[src/rtl/axi_mem_arbiter.sv]
// Round-robin arbiter sharing one AXI4-lite master between two native
// memory requesters, one transaction at a time, with a response watchdog.
`timescale 1ns/1ps
module axi_mem_arbiter #(
    parameter int unsigned TIMEOUT_CYCLES = 1024,
    parameter logic [31:0] TIMEOUT_RDATA  = 32'hDEADBEEF
) (
    input  logic        clk,
    input  logic        resetn,
    input  logic        p0_valid,
    input  logic        p0_instr,
    input  logic [31:0] p0_addr,
    input  logic [31:0] p0_wdata,
    input  logic [3:0]  p0_wstrb,
    output logic        p0_ready,
    output logic [31:0] p0_rdata,
    input  logic        p1_valid,
    input  logic        p1_instr,
    input  logic [31:0] p1_addr,
    input  logic [31:0] p1_wdata,
    input  logic [3:0]  p1_wstrb,
    output logic        p1_ready,
    output logic [31:0] p1_rdata,
    output logic        m_axi_awvalid,
    input  logic        m_axi_awready,
    output logic [31:0] m_axi_awaddr,
    output logic [2:0]  m_axi_awprot,
    output logic        m_axi_wvalid,
    input  logic        m_axi_wready,
    output logic [31:0] m_axi_wdata,
    output logic [3:0]  m_axi_wstrb,
    input  logic        m_axi_bvalid,
    output logic        m_axi_bready,
    output logic        m_axi_arvalid,
    input  logic        m_axi_arready,
    output logic [31:0] m_axi_araddr,
    output logic [2:0]  m_axi_arprot,
    input  logic        m_axi_rvalid,
    output logic        m_axi_rready,
    input  logic [31:0] m_axi_rdata,
    output logic        grant,
    output logic        err_timeout
);

    typedef enum logic [1:0] {IDLE, ADDR, RESP, DONE} state_t;

    // One spare bit: a handshake on the expiry cycle pushes the count past the limit.
    localparam logic [16:0] CNT_MAX = 17'(TIMEOUT_CYCLES);

    state_t      state_q, state_d;
    logic        grant_q, grant_d;
    logic        last_grant_q, last_grant_d;
    logic [31:0] addr_q, addr_d;
    logic [31:0] wdata_q, wdata_d;
    logic [3:0]  wstrb_q, wstrb_d;
    logic        instr_q, instr_d;
    logic [16:0] cnt_q, cnt_d;
    logic        err_q, err_d;
    logic        aw_done_q, aw_done_d;
    logic        w_done_q, w_done_d;
    logic        awvalid_q, awvalid_d;
    logic        wvalid_q, wvalid_d;
    logic        arvalid_q, arvalid_d;
    logic        bready_q, bready_d;
    logic        rready_q, rready_d;
    logic        p0_ready_q, p0_ready_d;
    logic        p1_ready_q, p1_ready_d;
    logic [31:0] p0_rdata_q, p0_rdata_d;
    logic [31:0] p1_rdata_q, p1_rdata_d;

    logic        sel;
    logic        is_wr;
    logic        expired;
    logic        done;
    logic        timeout;
    logic [31:0] done_data;

    assign is_wr   = |wstrb_q;
    assign expired = cnt_q >= CNT_MAX;

    always_comb begin
        state_d      = state_q;
        grant_d      = grant_q;
        last_grant_d = last_grant_q;
        addr_d       = addr_q;
        wdata_d      = wdata_q;
        wstrb_d      = wstrb_q;
        instr_d      = instr_q;
        cnt_d        = cnt_q;
        err_d        = err_q;
        aw_done_d    = aw_done_q;
        w_done_d     = w_done_q;
        awvalid_d    = 1'b0;
        wvalid_d     = 1'b0;
        arvalid_d    = 1'b0;
        bready_d     = 1'b0;
        rready_d     = 1'b0;
        p0_ready_d   = 1'b0;
        p1_ready_d   = 1'b0;
        p0_rdata_d   = p0_rdata_q;
        p1_rdata_d   = p1_rdata_q;
        sel          = 1'b0;
        done         = 1'b0;
        timeout      = 1'b0;
        done_data    = '0;

        unique case (state_q)
            IDLE: begin
                if (p0_valid || p1_valid) begin
                    // On a tie the port not granted last time wins.
                    sel       = p1_valid & (~p0_valid | ~last_grant_q);
                    grant_d   = sel;
                    addr_d    = sel ? p1_addr  : p0_addr;
                    wdata_d   = sel ? p1_wdata : p0_wdata;
                    wstrb_d   = sel ? p1_wstrb : p0_wstrb;
                    instr_d   = sel ? p1_instr : p0_instr;
                    cnt_d     = '0;
                    aw_done_d = 1'b0;
                    w_done_d  = 1'b0;
                    state_d   = ADDR;
                end
            end
            ADDR: begin
                cnt_d = cnt_q + 17'd1;
                if (is_wr) begin
                    aw_done_d = aw_done_q | (awvalid_q & m_axi_awready);
                    w_done_d  = w_done_q | (wvalid_q & m_axi_wready);
                    if (aw_done_d && w_done_d) begin
                        bready_d = 1'b1;
                        state_d  = RESP;
                    end else if (expired) begin
                        timeout = 1'b1;
                    end else begin
                        awvalid_d = ~aw_done_d;
                        wvalid_d  = ~w_done_d;
                    end
                end else begin
                    if (arvalid_q && m_axi_arready) begin
                        rready_d = 1'b1;
                        state_d  = RESP;
                    end else if (expired) begin
                        timeout = 1'b1;
                    end else begin
                        arvalid_d = 1'b1;
                    end
                end
            end
            RESP: begin
                cnt_d = cnt_q + 17'd1;
                if (bready_q && m_axi_bvalid) begin
                    done = 1'b1;
                end else if (rready_q && m_axi_rvalid) begin
                    done      = 1'b1;
                    done_data = m_axi_rdata;
                end else if (expired) begin
                    timeout = 1'b1;
                end else begin
                    bready_d = bready_q;
                    rready_d = rready_q;
                end
            end
            DONE: begin
                last_grant_d = grant_q;
                state_d      = IDLE;
            end
            default: state_d = IDLE;
        endcase

        // Abort leaves the slave mid-transaction; used for board hang recovery.
        if (timeout) begin
            done      = 1'b1;
            done_data = TIMEOUT_RDATA;
            err_d     = 1'b1;
        end

        if (done) begin
            state_d    = DONE;
            p0_ready_d = ~grant_q;
            p1_ready_d = grant_q;
            if (grant_q) p1_rdata_d = done_data;
            else         p0_rdata_d = done_data;
        end
    end

    always_ff @(posedge clk) begin
        if (!resetn) begin
            state_q      <= IDLE;
            grant_q      <= 1'b0;
            last_grant_q <= 1'b1;
            addr_q       <= '0;
            wdata_q      <= '0;
            wstrb_q      <= '0;
            instr_q      <= 1'b0;
            cnt_q        <= '0;
            err_q        <= 1'b0;
            aw_done_q    <= 1'b0;
            w_done_q     <= 1'b0;
            awvalid_q    <= 1'b0;
            wvalid_q     <= 1'b0;
            arvalid_q    <= 1'b0;
            bready_q     <= 1'b0;
            rready_q     <= 1'b0;
            p0_ready_q   <= 1'b0;
            p1_ready_q   <= 1'b0;
            p0_rdata_q   <= '0;
            p1_rdata_q   <= '0;
        end else begin
            state_q      <= state_d;
            grant_q      <= grant_d;
            last_grant_q <= last_grant_d;
            addr_q       <= addr_d;
            wdata_q      <= wdata_d;
            wstrb_q      <= wstrb_d;
            instr_q      <= instr_d;
            cnt_q        <= cnt_d;
            err_q        <= err_d;
            aw_done_q    <= aw_done_d;
            w_done_q     <= w_done_d;
            awvalid_q    <= awvalid_d;
            wvalid_q     <= wvalid_d;
            arvalid_q    <= arvalid_d;
            bready_q     <= bready_d;
            rready_q     <= rready_d;
            p0_ready_q   <= p0_ready_d;
            p1_ready_q   <= p1_ready_d;
            p0_rdata_q   <= p0_rdata_d;
            p1_rdata_q   <= p1_rdata_d;
        end
    end

    assign p0_ready      = p0_ready_q;
    assign p0_rdata      = p0_rdata_q;
    assign p1_ready      = p1_ready_q;
    assign p1_rdata      = p1_rdata_q;
    assign m_axi_awvalid = awvalid_q;
    assign m_axi_awaddr  = addr_q;
    assign m_axi_awprot  = 3'b000;
    assign m_axi_wvalid  = wvalid_q;
    assign m_axi_wdata   = wdata_q;
    assign m_axi_wstrb   = wstrb_q;
    assign m_axi_bready  = bready_q;
    assign m_axi_arvalid = arvalid_q;
    assign m_axi_araddr  = addr_q;
    assign m_axi_arprot  = {instr_q, 2'b00};
    assign m_axi_rready  = rready_q;
    assign grant         = grant_q;
    assign err_timeout   = err_q;

endmodule

[config.mk]
export PLATFORM = sky130hd
export DESIGN_NAME = axi_mem_arbiter
export DESIGN_NICKNAME = d
export VERILOG_FILES = /design/src/rtl/axi_mem_arbiter.sv
export SDC_FILE = /design/constraint.sdc
export NUM_CORES = 1
export LEC_CHECK = 0
export ABC_AREA = 1
export BUFFER_PORTS_ARGS = -buffer_cell sky130_fd_sc_hd__buf_2
export CORE_AREA = 2 2 140 142
export DETAILED_ROUTE_END_ITERATION = 12
export DIE_AREA = 0 0 142 144
export PLACE_DENSITY = 0.72
export SLEW_MARGIN = 20
export SYNTH_ARGS = -nofsm -noshare
export SYNTH_HDL_FRONTEND = slang
export SYNTH_SLANG_ARGS = --single-unit
[constraint.sdc]
create_clock -name clk -period 2.23 [get_ports clk]
set_input_delay 0.446 -clock clk [delete_from_list [all_inputs] [get_ports clk]]
set_output_delay 0.446 -clock clk [all_outputs]
set_load 0.01 [all_outputs]
Yosys cells after proc, flatten, opt, wreduce, memory -nomap -nowiden
Index checks and enable logic that the tools add are counted.
{ "classes": {"n_addsub": 1, "n_mul": 0, "div_mod_pow": 0, "order_cmp": 1, "n_eq_ne": 9, "shifts": 0, "mux": 42, "n_bitwise": 14, "n_reduce_logical": 20} }
{ "op_table": {"columns": ["operator", "n"], "rows": [
  ["$mux 32", 6],
  ["$pmux 17 s2", 1],
  ["$mux 1", 22],
  ["$add 17x1->17 const B", 1],
  ["$ge 17x11->1 const B", 1],
  ["$mux 17", 1],
  ["$ne 4x4->1 const B", 3],
  ["$mux 2", 5],
  ["$pmux 1 s2", 5],
  ["$reduce_and 2->1", 5],
  ["$not 1->1", 8],
  ["$reduce_or 7->1", 1],
  ["$pmux 2 s3", 1],
  ["$reduce_or 5->1", 1],
  ["$eq 2x2->1 const B", 2],
  ["$logic_and 1x1->1", 4],
  ["$mux 4", 1],
  ["$ne 2x2->1 const B", 2],
  ["$reduce_and 4->1", 1],
  ["$reduce_bool 2->1", 2],
  ["$reduce_bool 4->1", 1],
  ["$reduce_or 4->1", 1],
  ["$and 1x1->1", 3],
  ["$ne 3x3->1 const B", 1],
  ["other kinds (6)", 8]
]} }
{ "word_totals": {"ff_bits": 164, "latchBits": 0, "ramBits": 0, "rom_bits": 0, "out_inout_bits": 179, "memories": 0} }

Depth between registers and ports, before layout
{ "depth": {"ltp_word": 9, "mapped_depth": 12, "mapped_depth_nobuf": 11} }

Worst setup path after synthesis
No wires, ideal clock.
{ "synth_timing": {"path_type": "reg2reg", "from": "reg state_q[0]", "to": "reg p0_rdata_q[22] (netlist: p0_rdata[22])", "setup_time_ns": 0.064, "arrival_time_ns": 1.620, "required_time_ns": 2.166, "setup_slack_ns": 0.546, "stages_incl_launch_ff": 12, "period_less_slack_ns": 1.684, "path_cell_list": "dfxtp_1 -> inv_1 -> ha_1 -> clkbuf_2 -> inv_1 -> nor2_2 -> nand2_2 -> nand2_2 -> buf_6 -> buf_6 -> a21oi_2 -> nor2_1"} }
{ "synth_between": {"elab_chain_len": 4, "elab_cells_between_ends": 8} }
{ "synth_lines": {"columns": ["element", "line", "source"], "rows": [
  ["from (decl)", "50", "state_t state_q, state_d;"],
  ["from (signal assigned)", "208", "state_q <= state_d;"],
  ["$eq 2x2->1 / $eq 2x1->1 (equally long branches)", "107", "unique case (state_q)"],
  ["$pmux 1 s2 / $mux 1 (equally long branches)", "107", null],
  ["$mux 1", "170", "if (timeout) begin"],
  ["$reduce_and 2->1 (no line)", null, null],
  ["to (signal assigned)", "226", "p0_rdata_q <= p0_rdata_d;"],
  ["to (decl)", "68", "logic [31:0] p0_rdata_q, p0_rdata_d;"]
]} }
Several ways; a longest one is shown, not always the timed one.
A chain may end at the register's enable or synchronous reset.

Worst setup path after layout
{ "layout_timing": {"from": "reg state_q[1]", "to": "reg p0_rdata_q[8] (netlist: p0_rdata[8])"} }
The elaborated chain is that of the path after synthesis.

==> impl_metrics.yaml <==
power:
  p_switching_uw: 3360
  power.density_nw_per_um2: 972
  pwr-share-seq_pct: 37.6
  leakagePower_uw: 0.00489
  netSwitchingFraction_pct: 34.1
  power.internal_uw: 6480
  p_comb_share_pct: 28.7
  peakVddDrop_v: 0.000578
  p_clk_share_pct: 33.7
  power_uw: 9850
critical_path:
  start_kind: "flop"
  crit_cells: 10
  path_class: "reg2reg"
  path_delay_family: "simple AND/OR/NAND/NOR gates"
  crit_arrival_ns: 2.32
  worst_ep_required_time_ns: 2.54
  critPathMaxFanout: 19
  critPathSlowestCell: "dfxtp_1"
  worstPathCellList: "inv_1, ha_1, nand4_1, nand3_2, nand2_2, nand2_4, buf_4, nand3_1, nand2_1, nor2_1"
  crit_buf_inv: 2
  reg2reg_depth: 10
  endpoint_kind: "flop"
  slowest_delay_ns: 0.33
flow_run:
  cap_violations: 0
place:
  dpl_cell_area_um2: 9460
  io_buffer_count: 352
  gp_congestion: 0.851
  hpwlAfterDp_um: 17500
clock_network:
  clkSinkCount: 164
  htreeDepth: 4
  path_clk_slew_ns: 0.07
  clk_latency_ns: 0.42
  cts_tree: "done"
  hold_buffers: 0
  numCtsBuffers: 17
  cts_resized: 0
  clk_path_buf_depth: 2
  root_buffer: "clkbuf_16"
  cts_setup_buffers: 0
yosys:
  synth-edff-count: 0
  synth_sequential_area_ratio_pct: 42.3
  yosysUniqueCellTypes: 33
  synthTopCellsByCount: "nand2_1, dfxtp_1, nor2_1, o21ai_0, a31oi_1"
  syn-cell-area_um2: 7770
  synth_seq_cells: 164
  synth_warnings: 0
  syn_area_per_cell_um2: 7.24
  yosys.area.top_type: "dfxtp_1"
  async_flop_share_pct: 0
  yosysMostFrequentCell: "nand2_1"
  synthFlopType: "dfxtp_1"
  synth_cells: 1073
  netlist.area_leader.share_pct: 42.3
  yosys-top-cells-area: "dfxtp_1, nand2_1, a31oi_1, o21ai_0, nor2_1"
global_route:
  top_usage_layer: "met2"
  first_global_vias: 7283
  grt_max_degree: 131
  grt_pass1_wl_um: 37600
  grt.met1_usage_pct: 29.3
  grt_use_met2_pct: 38.2
  grtUsageTotal_pct: 23.0
  antenna_found_initial: 3
  grt_overflow: 0
  use_met3_pct: 6.06
min_path:
  hold_path_class: "in2reg"
  min_path_cells: 3
sta:
  fin_worst_skew_ns: 0.0127
  setup_violations: 0
  timing.fmax_mhz: 497
  slew_headroom_pct: 63.1
  final_hold_viol_count: 0
  tightest_slew_ns: 0.554
  post-route-period-util_pct: 90.3
  tns_ns: 0
  drv_slew: 0
  timing.final.crit_period_ns: 2.01
  rsz0062_at_grt: "false"
route:
  postRouteAntennaNets: 0
  drt_pass1_iterations: 5
  vias: 8274
  wirelength_um: 24700
  routedWlPerCell_um: 15.4
  drc: 0
  drtIter0Drc: 550
  detail_route.vias_per_cell: 5.17
cells_and_area:
  fin_nets: 1533
  utilization_pct: 53.1
  final_cell_area_um2: 10100
  drive_above_1_share_pct: 33.8
  areaGrowthSynthToFinish_pct: 30.4
floorplan:
  start_util_pct: 40.7
  io_pins: 358
  fp.coreArea_um2: 19100
  dieArea_um2: 20400
  fp.dieH_um: 144
  die_w_um: 142
  rows: 51
status:
  status: "completed"
## cells by family after synthesis
group                      share of synthesized area, %
and+or+nand+nor                                    26.6
AOI/OAI and AO/OA                                  18.9
buffers and inverters                              11.1
DFF                                                42.3
adders and majority gates                         0.967
xor gates and xnor gates                          0.113
other                                            0.0483
## power by group through the flow
stage               clock network (uW)  registers (uW)  logic (uW)
finish                            3320            3710        2820
global route                      3500            3760        3140
CTS                               3380            3700        2820
detailed placement                   0            3760        2820
global placement                     0            3740        2790
floorplan                            0            3910        1750
## path summary, 6_finish.rpt
path                      from              end  slack [ns]
setup reg to reg    state_q[1]      p0_rdata[8]        0.22
hold / removal    p0_wdata[31]  m_axi_wdata[31]        0.27
hold reg to reg      aw_done_q        aw_done_q        0.46
setup / recovery    state_q[1]      p0_rdata[8]        0.22
## registers in the layout, summed over array words and instances (netlist names), 2 cells and up
signal,cells
m_axi_araddr,32
m_axi_wdata,32
p0_rdata,32
p1_rdata,32
cnt_q,17
m_axi_wstrb,4
state_q,2
## tightest hold or removal path, delay by kind of cell
| kind | cells | cell delay [ns] |
|---|---|---|
| buffers and inverters | 1 | 0.09 |
| AOI/OAI and AO/OA | 1 | 0.06 |
| and+or+nand+nor | 1 | 0.05 |
## cell type report
cell class / count / area, um^2
Fill cell: 1839 / 8950
Multi-Input combinational cell: 744 / 3660
Sequential cell: 164 / 3280
Timing Repair Buffer: 371 / 2030
Clock buffer: 18 / 439
Tap cell: 238 / 298
Clock inverter: 13 / 223
Inverter: 50 / 188
Antenna cell: 3 / 7.51
## through the flow
step	hold slack, ns	std cells	setup WS (ns)
2_1_floorplan	0.437	1077	0.546
3_3_place_gp	0.458	1567	0.324
3_5_place_dp	0.459	1567	0.262
4_1_cts	0.253	1598	0.246
5_1_grt	0.251	1600	0.0407
6_report	0.273	1601	0.216
## metal layers
metal	vias to the layer above	share of wire, %
met3	37	8.2
met4	0	2.0
li1	4106	-
met2	342	48
met1	3789	42
met5	-	0
## cell usage in the layout (no fill, tap or decap), types with 6 or more instances in the layout
cell type	count
a21oi_1	41
a21oi_2	39
a31oi_1	69
buf_12	10
buf_2	351
buf_4	10
clkbuf_16	17
dfxtp_1	163
ha_1	6
inv_1	46
nand2_1	289
nand3_1	21
nand4_1	55
nor2_1	107
nor3_1	6
o21ai_0	82
(Power assumes the default switching activity.)
